`config.mk`:
```
export PLATFORM = sky130hd
export DESIGN_NAME = ex_mem
export DESIGN_NICKNAME = d
export VERILOG_FILES = /design/src/rtl/ex_mem.sv
export SDC_FILE = /design/constraint.sdc
export NUM_CORES = 1
export LEC_CHECK = 0
export ABC_AREA = 1
export BUFFER_PORTS_ARGS = -buffer_cell sky130_fd_sc_hd__buf_2
export CORE_AREA = 2 2 190 192
export CTS_BUF_LIST = sky130_fd_sc_hd__clkbuf_4 sky130_fd_sc_hd__clkbuf_8 sky130_fd_sc_hd__clkbuf_16
export DETAILED_ROUTE_END_ITERATION = 16
export DIE_AREA = 0 0 192 194
export PLACE_DENSITY = 0.49
export SYNTH_ARGS = -nofsm -noshare
export SYNTH_HDL_FRONTEND = slang
export SYNTH_SLANG_ARGS = --single-unit
```
`constraint.sdc`:
```
create_clock -name clk -period 0.8 [get_ports clk]
set_clock_uncertainty 0.05 [all_clocks]
set_input_delay 0.16 -clock clk [delete_from_list [all_inputs] [get_ports clk]]
set_output_delay 0.16 -clock clk [all_outputs]
set_load 0.01 [all_outputs]
```
`src/rtl/ex_mem.sv`:
```
`default_nettype none
// ============================================================================
// Module      : ex_mem
// Description : EX -> MEM pipeline register for the 5-stage MIPS core.
//               Registers the execute-stage results (GPR write-back, HI/LO
//               write, load/store aluop, address and store data) and applies
//               the stall vector by advancing, bubbling or holding. It also
//               holds the multiply-accumulate partial product and cycle
//               counter, which are fed back to EX across the accumulate stall.
// Ports       : clk          - pipeline clock, rising edge
//               rst          - asynchronous, active-low reset
//               stall[5:0]   - stall vector; [3] EX stop, [4] MEM stop
//               ex_*         - execute-stage results in
//               hilo_i/cnt_i - accumulate partial product / counter from EX
//               mem_*        - registered copies to MEM
//               hilo_o/cnt_o - held partial product / counter back to EX
// Revision    : 1.0 - initial release
// ============================================================================
module ex_mem #(
    parameter int DATA_W  = 32,
    parameter int ADDR_W  = 5,
    parameter int ALUOP_W = 8
) (
    input  logic                 clk,
    input  logic                 rst,
    input  logic [5:0]           stall,
    input  logic [ADDR_W-1:0]    ex_wd,
    input  logic                 ex_wreg,
    input  logic [DATA_W-1:0]    ex_wdata,
    input  logic                 ex_whilo,
    input  logic [DATA_W-1:0]    ex_hi,
    input  logic [DATA_W-1:0]    ex_lo,
    input  logic [ALUOP_W-1:0]   ex_aluop,
    input  logic [DATA_W-1:0]    ex_mem_addr,
    input  logic [DATA_W-1:0]    ex_reg2,
    input  logic [2*DATA_W-1:0]  hilo_i,
    input  logic [1:0]           cnt_i,
    output logic [ADDR_W-1:0]    mem_wd,
    output logic                 mem_wreg,
    output logic [DATA_W-1:0]    mem_wdata,
    output logic                 mem_whilo,
    output logic [DATA_W-1:0]    mem_hi,
    output logic [DATA_W-1:0]    mem_lo,
    output logic [ALUOP_W-1:0]   mem_aluop,
    output logic [DATA_W-1:0]    mem_mem_addr,
    output logic [DATA_W-1:0]    mem_reg2,
    output logic [2*DATA_W-1:0]  hilo_o,
    output logic [1:0]           cnt_o
);

    localparam logic [ADDR_W-1:0]  c_NOP_REG_ADDR  = '0;
    localparam logic [ALUOP_W-1:0] c_NOP_ALUOP     = '0;
    localparam logic               c_WRITE_DISABLE = 1'b0;

    // Only the EX and MEM stop bits matter to this stage.
    logic w_ex_stop;
    logic w_mem_stop;
    logic w_bubble;
    logic w_unused_stall;

    assign w_ex_stop      = stall[3];
    assign w_mem_stop     = stall[4];
    // EX stopped but MEM running: MEM must see a NOP, not a stale repeat.
    assign w_bubble       = w_ex_stop & ~w_mem_stop;
    assign w_unused_stall = &{1'b0, stall[5], stall[2:0]};

    always_ff @(posedge clk or negedge rst) begin
        if (!rst) begin
            mem_wd       <= c_NOP_REG_ADDR;
            mem_wreg     <= c_WRITE_DISABLE;
            mem_wdata    <= '0;
            mem_whilo    <= c_WRITE_DISABLE;
            mem_hi       <= '0;
            mem_lo       <= '0;
            mem_aluop    <= c_NOP_ALUOP;
            mem_mem_addr <= '0;
            mem_reg2     <= '0;
            hilo_o       <= '0;
            cnt_o        <= '0;
        end else if (!w_ex_stop) begin
            // Advance. A MEM stop without an EX stop is not a legal
            // combination and simply advances here.
            mem_wd       <= ex_wd;
            mem_wreg     <= ex_wreg;
            mem_wdata    <= ex_wdata;
            mem_whilo    <= ex_whilo;
            mem_hi       <= ex_hi;
            mem_lo       <= ex_lo;
            mem_aluop    <= ex_aluop;
            mem_mem_addr <= ex_mem_addr;
            mem_reg2     <= ex_reg2;
            hilo_o       <= '0;
            cnt_o        <= '0;
        end else if (w_bubble) begin
            // Insert a NOP toward MEM while the accumulate state is captured
            // so EX can finish the operation on its second cycle.
            mem_wd       <= c_NOP_REG_ADDR;
            mem_wreg     <= c_WRITE_DISABLE;
            mem_wdata    <= '0;
            mem_whilo    <= c_WRITE_DISABLE;
            mem_hi       <= '0;
            mem_lo       <= '0;
            mem_aluop    <= c_NOP_ALUOP;
            mem_mem_addr <= '0;
            mem_reg2     <= '0;
            hilo_o       <= hilo_i;
            cnt_o        <= cnt_i;
        end
        // Both stages stopped: every register keeps its value.
    end

endmodule
`default_nettype wire
```
======== After elaboration in Yosys (flattened, before gate mapping) ========
Index checks and enable logic that the tools add are counted.
operators by class
  eq/ne operators ......................... 1
  multiplexer cells ....................... 17
  bitwise operators ....................... 2
operators by type and width
  kind                  number
  $mux W32              6
  $mux W64              2
  $mux W8               2
  $mux W5               2
  $mux W2               2
  $mux W1               3
  $ne A2 B1 Y1 const B  1
  $and A1 B1 Y1         1
  $not A1 Y1            1
word-level totals
  flip-flop bits (word level) ............. 241
  bits of input ports ..................... 249
  output and inout port bits .............. 241
  word-level logic and storage cells ...... 31

======== Depth between registers and ports, before layout ========
Gate-level depths: netlist of the first run.
  depth after elaboration ................. 4
  depth in mapped cells ................... 6
  depth with buffers taken out ............ 3

======== Worst setup path before layout of the first run ========
Ideal clock, no wire load.
  path kind ............................... input port to flip-flop
  start point ............................. input stall[4]
  end point ............................... register hilo_o[48]
  arrival ................................. 0.733 ns
  required time ........................... 0.633 ns
  slack ................................... -0.100 ns
  stages .................................. 5
  buffers on the path ..................... 3
  path through ............................ buf_4 buf_4 buf_2 nand3_1 nand2_1
between the ends
  longest elaborated chain between the ends .. 3
ends and longest elaborated chain
  item                           RTL line  text
  start: declaration             26        input logic [5:0] stall,
  $not A1 Y1                     64        assign w_bubble = w_ex_stop & ~w_mem_stop;
  $and A1 B1 Y1                  64
  $ne A2 B1 Y1 (no source line)  --
  end signal: assignment         106       hilo_o <= hilo_i;
  end: declaration               47        output logic [2*DATA_W-1:0] hilo_o,
No other way between the ends.
A chain may end at the register's enable or synchronous reset.

======== Worst setup path in the final report of the first run ========
  start point ............................. register mem_lo[26]
  end point ............................... output mem_lo[26]
RTL lines
  item                      RTL line  text
  start: declaration        43        output logic [DATA_W-1:0] mem_lo,
  start signal: assignment  88        mem_lo <= ex_lo;
No word-level cell between the ends.

==> impl_metrics.csv, run 1 <==
group,metric,value,unit
place,pre_cts_ws,-207,ps
logic_synthesis,syn-num-nets,1302,
route,drt_iter0_drc,361,
timing,setup-tns-final,-116560,ps
floorplanning,core_area,35200,µm²
logic_synthesis,synth-async-reset-ratio,100,%
place,routabilityCongestion,0.792,
worst_setup_path,worstSetupPathType,"flip-flop to output pin",
cts,clk_path_buf_depth,3,
cells_and_area,num-nets-final,2166,
floorplanning,floorplan.die.height,194,µm
cts,cts_inserted_buffers,29,
place,io_buffers,485,
place,dpl.hpwl,25.2,mm
route,detail-route-antenna-nets,0,
power_and_ir_drop,vdd_ir_drop_max,1500,µV
timing,post-route-worst-setup-slack,-529,ps
power_and_ir_drop,totalPowerFinal,34.1,mW
logic_synthesis,synth_top_flop_cell,"dfrtp_1",
logic_synthesis,yosysMostFrequentCell,"nand2_1",
cts,cts.sink_count,241,
route,avgRoutedWirePerCell,16.1,µm
worst_setup_path,timing.critical_path.required,590,ps
logic_synthesis,ys_top_cells_by_area,"dfrtp_1 62%, nand2_1 16%, nand3_1 16%",
route,firstDrtPassIters,5,
timing,rsz0062_at_grt,"true",
worst_setup_path,cp_top_family,"flip-flops",
run_status,status,"complete, but fails checks",
worst_setup_path,slowest_delay,430,ps
floorplanning,chipWidth,192,µm
power_and_ir_drop,total_leakage_power,10.1,nW
timing,period_needed,1330,ps
worst_setup_path,critical_path.max_fanout,2,
logic_synthesis,syn_avg_cell_area,9.17,µm²
worst_hold_path,hold_path_class,"primary input to flip-flop",
route,detailroute.via_count,10800,
logic_synthesis,netlist.area_leader.share,62.4,%
worst_setup_path,timing.critical_path.slowest_stage_cell,"dfrtp_1",
timing,part_of_the_cycle_the_worst_path_needs,166,%
route,vias_per_cell,4.48,
cells_and_area,syn_to_final_growth,94.6,%
grt,grt_first_pass_wirelength,57.4,mm
cts,later_pin_clock_latency_in_the_skew_report,540,ps
grt,maximum_number_of_pins_on_one_net_before_global_route_repair,49,
route,detail_route.wirelength,38.6,mm
worst_setup_path,cp-start-kind,"flip-flop",
logic_synthesis,register_bit_total_from_synthesis,241,
logic_synthesis,netlist_instances,1053,
floorplanning,floorplan.die_area,37200,µm²
logic_synthesis,synthDominantAreaCellType,"dfrtp_1",
logic_synthesis,count_of_flip_flops_with_a_built_in_enable_after_synthesis,0,
grt,grtUsageTotal,19.2,%
floorplanning,initial_core_util,27.4,%
logic_synthesis,post_synth_most_frequent_cells,"416 x nand2_1, 307 x nand3_1, 241 x dfrtp_1, 43 x buf_2, 36 x buf_4",
grt,grt_overflow_total,0,
cts,root_buffer,"clkbuf_16",
logic_synthesis,seq_area_frac_synth,62.4,%
cells_and_area,fillers,3104,
timing,hold_viol_final,0,
floorplanning,floorplan.rows,69,
cells_and_area,post-route-util,53.4,%
power_and_ir_drop,power_density_over_cell_area,1810,nW/µm²
flow_run,drv_cap,0,
cts,clk_transition_reported_paths,60,ps
timing,transition_time_at_the_pin_with_the_least_slew_margin,312,ps
timing,slew_headroom,79.2,%
worst_setup_path,endpoint_kind,"output pin",
floorplanning,ios,490,
timing,report.final.setup_viol,261,
cells_and_area,antenna_cells,0,
logic_synthesis,synth.cell_area,9660,µm²
run_status,violations_in_the_final_reports,"setup timing",
cells_and_area,drive_above_1_share,41.9,%
timing,finalMaxSlewViolations,0,
timing,fmax,752,MHz
worst_setup_path,worstPathCellList,"buf_6",
timing,timing.hold.ws,5.78,ps
logic_synthesis,yosys_warnings,0,
logic_synthesis,yosysUniqueCellTypes,9,
worst_setup_path,worst-path-buf-inv,1,
cts,clock_tree.htree_level_count,1,
grt,grt_antenna_before_repair,0,
grt,number_of_global_route_vias_before_repair,10700,
cts,tritoncts,"yes",
worst_setup_path,worst-endpoint-arrival,1120,ps
route,drcViolationCount,0,
## layout make-up
cell class | instances | area [µm²] | area share [%]
clock buffers | 37 | 817 | 4.35
inverters | 2 | 12.5 | 0.0666
multi-input cells | 723 | 3500 | 18.6
clock inverters | 14 | 190 | 1.01
flip-flops and latches | 241 | 6030 | 32.1
well taps | 461 | 577 | 3.07
repair buffers | 920 | 7670 | 40.8
## state kept, by name (all words and copies together) (netlist names)
signal / flops
mem_reg2: 32
mem_mem_addr: 32
mem_lo: 32
mem_wdata: 32
cnt_o: 2
hilo_o: 64
mem_wd: 5
mem_wreg: 1
mem_aluop: 8
mem_whilo: 1
mem_hi: 32
## what timing repair did
| action | 4_1_cts | 5_1_grt |
|---|---|---|
| resized for setup | 111 | 141 |
| hold buffers | 244 | 1 |
| hold endpoints to repair | 482 | 1 |
| setup buffers | 69 | 57 |
| endpoints found under the setup margin | 241 | 307 |
| pin swaps | 1 | 45 |
## stage by stage
stage,cell area [µm²],cells
2_1_floorplan,10100,1053
3_3_place_gp,13300,1993
3_5_place_dp,13300,1993
4_1_cts,17800,2357
5_1_grt,18800,2398
6_report,18800,2398
## logic make-up (layout without fill, tap and decap cells)
group	Yosys count	count (layout)	synth area share, %
buffers and inverters	89	973	5.49
flip-flops	241	241	62.4
AND/OR/NAND/NOR	723	723	32.1
## report_power, final
group / internal, mW / switching [mW]
sequential: 13.0 / 0.605
clock: 8.48 / 5.29
combinational: 3.69 / 2.97
## final timing paths
check	slack, ps	from	to	cells past startpoint
min in group asynchronous	80	rst	mem_lo[1]	3
min reg2reg	450	mem_lo[14]	mem_lo[14]	2
max in group asynchronous	220	rst	hilo_o[48]	4
min	6	stall[3]	hilo_o[56]	4
max reg2reg	-180	mem_lo[19]	mem_lo[19]	4
max	-530	mem_lo[26]	mem_lo[26]	1
## cell usage in the layout (no fill, tap or decap)
cell | Yosys | routed
nand2_1 | 416 | 411
buf_2 | 43 | 368
dlygate4sd3_1 | 0 | 244
dfrtp_1 | 241 | 241
nand3_1 | 307 | 229
buf_6 | 1 | 165
buf_4 | 36 | 105
nand3_2 | 0 | 78
buf_12 | 0 | 34
clkbuf_16 | 0 | 29
clkbuf_8 | 0 | 6
nand2_2 | 0 | 5
bufinv_16 | 0 | 4
clkinv_2 | 0 | 4
clkinv_4 | 0 | 3
clkbuf_4 | 0 | 3
inv_6 | 0 | 2
clkinvlp_4 | 0 | 2
buf_8 | 0 | 2
inv_2 | 1 | 1
dlymetal6s4s_1 | 0 | 1
## metal layers
metal | wire length, µm | vias up | track usage [%] | share of wire (%)
li1 | - | 5153 | - | -
met1 | 15000 | 5066 | 23.1 | 39
met2 | 19000 | 428 | 32.6 | 49
met3 | 2780 | 108 | 4.00 | 7.2
met4 | 1780 | 0 | 8.82 | 4.6
met5 | 0 | - | 0 | 0
Note: power is estimated with default switching activity, not from simulation.
==> run 2, diff against run 1 <==
--- a/config.mk
+++ b/config.mk
@@ -11,6 +11,7 @@
 export CTS_BUF_LIST = sky130_fd_sc_hd__clkbuf_4 sky130_fd_sc_hd__clkbuf_8 sky130_fd_sc_hd__clkbuf_16
 export DETAILED_ROUTE_END_ITERATION = 16
 export DIE_AREA = 0 0 192 194
+export MAX_ROUTING_LAYER = met4
 export PLACE_DENSITY = 0.49
 export SYNTH_ARGS = -nofsm -noshare
 export SYNTH_HDL_FRONTEND = slang
==> run 2 against run 1 <==
  * The run still ends with setup timing left
  * Largest cell class unchanged
  * Core utilization unchanged
  * Final area unchanged
  * Sequential power about the same
  * Fmax about the same
  * Via count up 0.33%
  * Combinational power about the same
==> impl_metrics.csv, run 2 (synthesis results as in run 1) <==
group,metric,value,unit
place,routabilityCongestion,0.804,
timing,transition_time_at_the_pin_with_the_least_slew_margin,303,ps
timing,post-route-worst-setup-slack,-530,ps
worst_setup_path,timing.critical_path.required,590,ps
cts,root_buffer,"clkbuf_16",
timing,timing.hold.ws,4.81,ps
cells_and_area,largest_register_ff_count,64,
worst_hold_path,hold_path_class,"primary input to flip-flop",
route,detail-route-antenna-nets,0,
cells_and_area,mostFrequentLayoutCell,"nand2_1",
timing,period_needed,1330,ps
run_status,violations_in_the_final_reports,"setup timing",
timing,rsz0062_at_grt,"true",
worst_setup_path,cp-start-kind,"flip-flop",
power_and_ir_drop,vdd_ir_drop_max,1500,µV
place,io_buffers,485,
cts,cts.sink_count,241,
cells_and_area,layout.cells.most_common_list,"411 x nand2_1, 368 x buf_2, 244 x dlygate4sd3_1",
cells_and_area,fin_cells,2398,
route,detailroute.via_count,10800,
worst_setup_path,slowest_delay,430,ps
worst_setup_path,worst-path-buf-inv,1,
worst_setup_path,worstPathCellList,"buf_6",
worst_setup_path,timing.critical_path.slowest_stage_cell,"dfrtp_1",
cts,tritoncts,"yes",
run_status,status,"complete, but fails checks",
cts,cts_inserted_buffers,29,
flow_run,drv_cap,0,
timing,report.final.setup_viol,261,
floorplanning,core_area,35200,µm²
worst_setup_path,worstSetupPathType,"flip-flop to output pin",
worst_setup_path,cp_top_family,"flip-flops",
power_and_ir_drop,total_leakage_power,10.1,nW
grt,grt_overflow_total,0,
route,firstDrtPassIters,5,
worst_setup_path,critical_path.max_fanout,2,
power_and_ir_drop,power_density_over_cell_area,1810,nW/µm²
cells_and_area,drive_above_1_share,41.9,%
floorplanning,floorplan.die_area,37200,µm²
timing,finalMaxSlewViolations,0,
place,placedCellCount,1993,
grt,grt_first_pass_wirelength,57.5,mm
timing,fmax,752,MHz
cts,clk_path_buf_depth,3,
grt,grtUsageTotal,19.8,%
cells_and_area,antenna_cells,0,
cells_and_area,num-nets-final,2166,
worst_setup_path,worst-endpoint-arrival,1120,ps
floorplanning,ios,490,
worst_setup_path,endpoint_kind,"output pin",
floorplanning,initial_core_util,27.4,%
grt,maximum_number_of_pins_on_one_net_before_global_route_repair,49,
route,detail_route.wirelength,38.5,mm
cts,later_pin_clock_latency_in_the_skew_report,540,ps
place,dpl.hpwl,25.2,mm
route,avgRoutedWirePerCell,16.1,µm
timing,hold_viol_final,0,
cells_and_area,max_flop_register,"hilo_o",
route,vias_per_cell,4.50,
route,drcViolationCount,0,
floorplanning,floorplan.rows,69,
grt,grt_antenna_before_repair,0,
timing,part_of_the_cycle_the_worst_path_needs,166,%
route,drt_iter0_drc,377,
grt,number_of_global_route_vias_before_repair,10700,
timing,slew_headroom,79.8,%
floorplanning,floorplan.die.height,194,µm
cts,clock_tree.htree_level_count,1,
floorplanning,chipWidth,192,µm
cts,clk_transition_reported_paths,60,ps
cells_and_area,syn_to_final_growth,94.6,%
==> run 2: path summary, 6_finish.rpt <==
kind	from	endpoint	slack (ps)	cells past startpoint
hold / removal	stall[3]	hilo_o[56]	5	4
setup reg to reg	mem_lo[19]	mem_lo[19]	-180	4
min in group asynchronous	rst	mem_lo[1]	70	3
max in group asynchronous	rst	hilo_o[48]	220	4
hold reg to reg	mem_lo[14]	mem_lo[14]	450	2
setup / recovery	mem_lo[26]	mem_lo[26]	-530	1
==> run 2: area by class of cell <==
class,count,area (µm²)
fill,3104,16400
timing repair buffer,920,7670
sequential,241,6030
multi-input combinational,723,3500
clock buffer,37,817
tap,461,577
clock inverter,14,190
inverter,2,12.5
==> run 2: timing repair <==
action / 4_1_cts / 5_1_grt
pin swaps: 1 / 45
endpoints found under the setup margin: 241 / 307
hold buffers: 244 / 1
hold endpoints to repair: 482 / 1
buffers inserted: 69 / 57
gates resized for setup: 111 / 141
==> run 2: per-layer routing <==
| layer | vias up | GRT usage, % | share of wire (%) |
|---|---|---|---|
| li1 | 5161 | - | - |
| met1 | 5088 | 23.3 | 39 |
| met5 | - | - | 0 |
| met3 | 107 | 3.67 | 7.1 |
| met4 | 0 | 8.74 | 4.6 |
| met2 | 435 | 32.7 | 49 |
==> run 2: through the flow <==
step	setup slack (ps)	utilization, %	total power [mW]	TNS (ps)	instance area, µm²
after floorplan	-20.1	-	15.6	-3590	10100
after global placement	-197	37.9	18.2	-33560	13300
after detailed placement	-207	37.9	18.2	-35890	13300
after CTS	-579	50.6	33.8	-124100	17800
after global routing	-582	53.4	35.6	-129150	18800
final	-530	53.4	34.1	-116810	18800
==> run 2: report_power, final <==
part | switching, mW | internal [mW]
clock network | 5.31 | 8.48
registers | 0.604 | 13.0
logic | 2.96 | 3.69
total | 8.88 | 25.2
